==> config.mk <==
export PLATFORM = sky130hd
export DESIGN_NAME = tx_protocol_wrapper
export DESIGN_NICKNAME = d
export VERILOG_FILES = /design/src/rtl/tx_protocol_pkg.sv /design/src/rtl/tx_protocol_wrapper_crc8.sv /design/src/rtl/tx_protocol_wrapper.sv
export SDC_FILE = /design/constraint.sdc
export NUM_CORES = 1
export LEC_CHECK = 0
export CAP_MARGIN = 0
export CORE_MARGIN = 2
export CORE_UTILIZATION = 41
export CTS_CLUSTER_SIZE = 24
export DETAILED_ROUTE_END_ITERATION = 8
export PLACE_DENSITY = 0.91
export RECOVER_POWER = 25
export SLEW_MARGIN = 20
export SYNTH_ARGS = -nofsm -noshare
export SYNTH_HDL_FRONTEND = slang
export SYNTH_SLANG_ARGS = --single-unit
==> constraint.sdc <==
create_clock -name clk240_i -period 2.3 [get_ports clk240_i]
set_input_delay 0.46 -clock clk240_i [delete_from_list [all_inputs] [get_ports clk240_i]]
set_output_delay 0.46 -clock clk240_i [all_outputs]
set_load 0.02 [all_outputs]
==> src/rtl/tx_protocol_pkg.sv <==
// Shared constants, header packing and CRC-8 step for the TX link framer.
// Optional CRC support is controlled by the TX_CRC_EN macro.
package tx_protocol_pkg;

  localparam logic [7:0]  K28_5        = 8'hBC;
  localparam logic [31:0] IDLE_WORD    = 32'h0000_00BC;
  localparam logic [3:0]  HDR_CHARISK  = 4'b0001;
  localparam logic [3:0]  DATA_CHARISK = 4'b0000;

  localparam int HDR_K_LSB    = 0;
  localparam int HDR_B1_LSB   = 8;
  localparam int HDR_BCID_LSB = 16;

  typedef struct packed {
    logic [31:0] data;
    logic [3:0]  charisk;
    logic        valid;
  } tx_out_t;

  function automatic logic [31:0] hdr_word(
    input logic [11:0] bcid,
    input logic [7:0]  byte1
  );
    logic [31:0] w;
    w = '0;
    w[HDR_K_LSB    +: 8]  = K28_5;
    w[HDR_B1_LSB   +: 8]  = byte1;
    w[HDR_BCID_LSB +: 12] = bcid;
    return w;
  endfunction

  // CRC-8, poly 0x07, MSB of the word first.
  function automatic logic [7:0] crc8_step(
    input logic [7:0]  crc,
    input logic [23:0] word
  );
    logic [7:0] c;
    logic       fb;
    c = crc;
    for (int i = 23; i >= 0; i--) begin
      fb = c[7] ^ word[i];
      c  = {c[6:0], 1'b0} ^ (fb ? 8'h07 : 8'h00);
    end
    return c;
  endfunction

endpackage

==> src/rtl/tx_protocol_wrapper_crc8.sv <==
// Per-frame CRC-8 accumulator; result holds the CRC of the last full frame.
// Only built when TX_CRC_EN is defined.
`ifdef TX_CRC_EN
module tx_crc8
  import tx_protocol_pkg::*;
(
  input  logic        clk_i,
  input  logic        rst_i,
  input  logic        clr_i,
  input  logic        en_i,
  input  logic        done_i,
  input  logic [23:0] word_i,
  output logic [7:0]  result_o
);

  logic [7:0] crc_q, crc_d;
  logic [7:0] res_q, res_d;
  logic [7:0] nxt;

  // Accumulate one word per enabled cycle; latch result on the last word.
  always_comb begin
    nxt   = crc8_step(crc_q, word_i);
    crc_d = crc_q;
    res_d = res_q;
    if (clr_i) begin
      crc_d = 8'hFF;
    end else if (en_i) begin
      crc_d = nxt;
      if (done_i) res_d = nxt;
    end
  end

  // State registers.
  always_ff @(posedge clk_i or posedge rst_i) begin
    if (rst_i) begin
      crc_q <= 8'hFF;
      res_q <= 8'h00;
    end else begin
      crc_q <= crc_d;
      res_q <= res_d;
    end
  end

  assign result_o = res_q;

endmodule
`endif

==> src/rtl/tx_protocol_wrapper.sv <==
// Frames 24-bit user words behind a K28.5/BCID header for the MGT TX path.
// Define TX_CRC_EN to carry the previous frame's CRC-8 in header byte 1.
module tx_protocol_wrapper
  import tx_protocol_pkg::*;
#(
  parameter int WORDS_PER_FRAME = 24
) (
  input  logic        clk240_i,
  input  logic        rst_i,
  input  logic [23:0] tx_user_word_i,
  input  logic        bc0_i,
  input  logic [11:0] bcid_i,
  output logic        data_valid_o,
  output logic [31:0] txdata_o,
  output logic [3:0]  txcharisk_o
);

  localparam logic [7:0] LAST_SLOT = 8'(WORDS_PER_FRAME);

  logic [7:0] slot_q, slot_d;
  logic       locked_q, locked_d;
  tx_out_t    out_q, out_d;

  logic [7:0] eff_slot;
  logic       is_hdr;
  logic       is_data;
  logic       last;
  logic [7:0] hdr_b1;

`ifdef TX_CRC_EN
  logic       trunc;
  logic [7:0] frame_crc;

  assign trunc  = bc0_i & locked_q & (slot_q != 8'd0);
  assign hdr_b1 = trunc ? 8'h00 : frame_crc;

  tx_crc8 u_crc (
    .clk_i    (clk240_i),
    .rst_i    (rst_i),
    .clr_i    (is_hdr),
    .en_i     (is_data),
    .done_i   (last),
    .word_i   (tx_user_word_i),
    .result_o (frame_crc)
  );
`else
  assign hdr_b1 = 8'h00;
`endif

  // bc0 forces the current cycle to be a header slot.
  always_comb begin
    locked_d = locked_q | bc0_i;
    eff_slot = bc0_i ? 8'd0 : slot_q;
    is_hdr   = locked_d & (eff_slot == 8'd0);
    is_data  = locked_d & (eff_slot != 8'd0);
    last     = is_data & (eff_slot == LAST_SLOT);
    slot_d   = slot_q;
    if (locked_d) slot_d = last ? 8'd0 : eff_slot + 8'd1;

    out_d.data    = IDLE_WORD;
    out_d.charisk = HDR_CHARISK;
    out_d.valid   = 1'b0;
    unique case (1'b1)
      is_hdr: begin
        out_d.data = hdr_word(bcid_i, hdr_b1);
      end
      is_data: begin
        out_d.data    = {eff_slot, tx_user_word_i};
        out_d.charisk = DATA_CHARISK;
        out_d.valid   = 1'b1;
      end
      default: ;
    endcase
  end

  // Slot counter, lock flag and registered outputs.
  always_ff @(posedge clk240_i or posedge rst_i) begin
    if (rst_i) begin
      slot_q   <= 8'd0;
      locked_q <= 1'b0;
      out_q    <= '{data: IDLE_WORD, charisk: HDR_CHARISK, valid: 1'b0};
    end else begin
      slot_q   <= slot_d;
      locked_q <= locked_d;
      out_q    <= out_d;
    end
  end

  assign txdata_o     = out_q.data;
  assign txcharisk_o  = out_q.charisk;
  assign data_valid_o = out_q.valid;

endmodule

==> metrics.md <==
| Metric | Value |
|---|---|
| Synth area leader | dfrtp_1 |
| Htree depth | 2 |
| Num ports | 76 |
| Initial antenna violation count | 0 |
| Gr ovfl total | 0 |
| Post_cts resized | 0 |
| Synth area leaders | dfrtp_1 (54%), dfstp_2 (9.3%), a22o_1 (6.2%) |
| Setup WS post-layout | 0.244 ns |
| First-pass GRT wire length | 6330 um |
| Hold wc startpoint | slot_q[1] |
| GR Util All Layers | 0.186 |
| Area growth syn-to-layout | 53.3% |
| Initial DRC count | 40 |
| Placed Area | 0.00248 sq mm |
| IO Port Bufs | 72 |
| CTS tree | built |
| Status | finished, final reports clean |
| Post-synth EDFFs | 0 |
| Routability cong. | 0.823 |
| Initial Util | 0.426 |
| Via density | 4.87 |
| Hold_buf cts | 0 |
| Die Span X | 68.4 um |
| Synth top cells by count | dfrtp_1 (37), a22o_1 (12), and2_1 (12) |
| CP endpoint kind | flip-flop |
| Placeable core area | 0.00400 sq mm |
| Design area | 0.00261 sq mm |
| Pins Over Slew Limit | 0 |
| Crit path DAT | 2.27 ns |
| CP delay by family, top | buffers and inverters |
| Worst Tran Pin Value | 1.01 ns |
| Share of cells above drive strength 1 | 0.101 |
| CP bufs+invs | 2 |
| Worst R2R Start | slot_q[2] |
| Buffer depth of the longest clock path | 2 |
| Total power | 2.05 mW |
| Num rows | 23 |
| Drt total wl | 3880 um |
| Hold Vio Cnt, Final | 0 |
| Power per cell area | 784 mW/mm^2 |
| Vias in the first global route | 1315 |
| Crit path from | bc0_i |
| Max rail drop VDD | 0.397 mV |
| CP startpoint kind | input port |
| Die Y | 68.4 um |
| Achievable Freq | 486 MHz |
| Largest net degree at the start of global routing | 44 |
| Clock Latency Late Sink | 0.29 ns |
| Critical path cell sequence | clkdlybuf4s50_1 -> clkbuf_1 -> nor2b_1 -> a41oi_1 -> nor3b_1 -> o21bai_1 |
| Synth Register Bits | 43 |
| Top FF cell, synth | dfrtp_1 |
| Post-synth ARST share | 1.00 |
| Register area share after synthesis | 0.636 |
| Top-area cell type share of the netlist area | 0.544 |
| 1st-pass router iterations | 4 |
| Critical path data required time | 2.52 ns |
| Crit path time final | 2.06 ns |
| # diodes | 0 |
| Clk_skew | 0.00463 ns |
| Synth Warn # | 0 |
| Synth Cell Area | 0.00170 sq mm |
| Die ar. | 0.00468 sq mm |
| Clock sinks | 43 |
| # DRC | 0 |
| Syn avg cell area | 12.3 sq um |
| Count leader, synth | dfrtp_1 |
| Post-DRT Antenna Nets | 0 |
| TritonCTS Buffers | 5 |
| Unique masters post-synth | 35 |
| Max FO, Critical Path | 10 |
| Final Cycle Share | 0.894 |
| Cell count after synthesis | 139 |
| Slowest-stage cell, CP | clkdlybuf4s50_1 |
| Post-Place Worst Slack | 0.0565 ns |
| Sum Neg Setup Slack | 0 ns |
| DR vias | 1306 |
| Relative slew slack | 0.324 |
| Critical path class | input port to flip-flop |
| Max Cap Viol | 0 |
| Sum of net half-perimeters after detailed placement | 2880 um |
| RSZ-0062 raised after global routing | false |
| Clock transition at path regs | 0.07 ns |
| Setup violations, final | 0 |
| Net count, final | 258 |
| DR WL/cell | 14.5 um |
| Worst hold path class | flip-flop to flip-flop |
| Crit path largest cell delay | 0.50 ns |
| Setup repair bufs after CTS | 0 |
| Leak Pwr | 1.15 nW |
| Clk root buf | clkbuf_8 |
power by group:
part / switching [mW] / leakage [nW] / internal (mW)
Combinational: 0.238 / 0.541 / 0.255
Sequential: 0.0299 / 0.539 / 0.845
Clock: 0.245 / 0.0654 / 0.434
placed cells by master (no fill, tap or decap), drive strengths merged:
cell type,instances
a21boi,1
a21o,1
a21oi,3
a22o,12
a31oi,1
a41oi,2
and2,12
and4,1
buf,5
bufinv,2
clkbuf,8
clkdlybuf4s50,71
conb,3
dfrtp,37
dfstp,6
dlygate4sd3,1
ha,2
inv,6
nand2,2
nand2b,11
nand3,4
nand4,1
nor2,6
nor2b,1
nor3,4
nor3b,2
nor4,1
o21a,1
o21ai,5
o21bai,1
o2bb2ai,1
or3,2
or4,1
xor2,1
cells by family after synthesis:
family,share of synthesized area
compound gates,0.124
xor+xnor,0.00514
fa+ha+maj,0.0147
buf+inv,0.0500
flops,0.636
other cells,0.00220
simple gates,0.168
worst paths after layout:
path	endpoint	slack (ns)	cells past startpoint
min in group asynchronous	txdata_o[8]	0.94	3
worst max register to register	txdata_o[18]	0.39	4
worst min-delay path	slot_q[1]	0.57	1
worst min register to register	slot_q[1]	0.57	1
worst max-delay path	slot_q[7]	0.24	6
max in group asynchronous	slot_q[1]	0.74	3
through the flow:
step	utilization	instances	hold slack [ns]
6_report	0.652	268	0.574
5_1_grt	0.652	268	0.618
4_1_cts	0.654	268	0.568
3_5_place_dp	0.621	260	0.549
3_3_place_gp	0.621	260	0.526
2_1_floorplan	-	141	0.497
registers in the layout, indices dropped and copies added, names as in the netlist:
| name | cells |
|---|---|
| txdata_o | 32 |
| slot_q | 8 |
| data_valid_o | 1 |
| locked_q | 1 |
| txcharisk_o | 1 |
area by class of cell:
class                      count  area [sq um]
clock buffer                   6          72.6
clock inverter                 2          60.1
fill                         320          1390
inverter                       6          22.5
multi-input combinational     82           542
sequential                    43          1080
tap                           50          62.6
timing repair buffer          79           767
routing by layer:
| layer | track usage | vias up | wire length, um |
|---|---|---|---|
| met3 | 0.0411 | 6 | 261 |
| li1 | - | 620 | - |
| met4 | 0.0525 | 0 | 35 |
| met1 | 0.225 | 628 | 1550 |
| met2 | 0.332 | 52 | 2030 |
| met5 | 0 | - | 0 |
(Power assumes the default switching activity.)
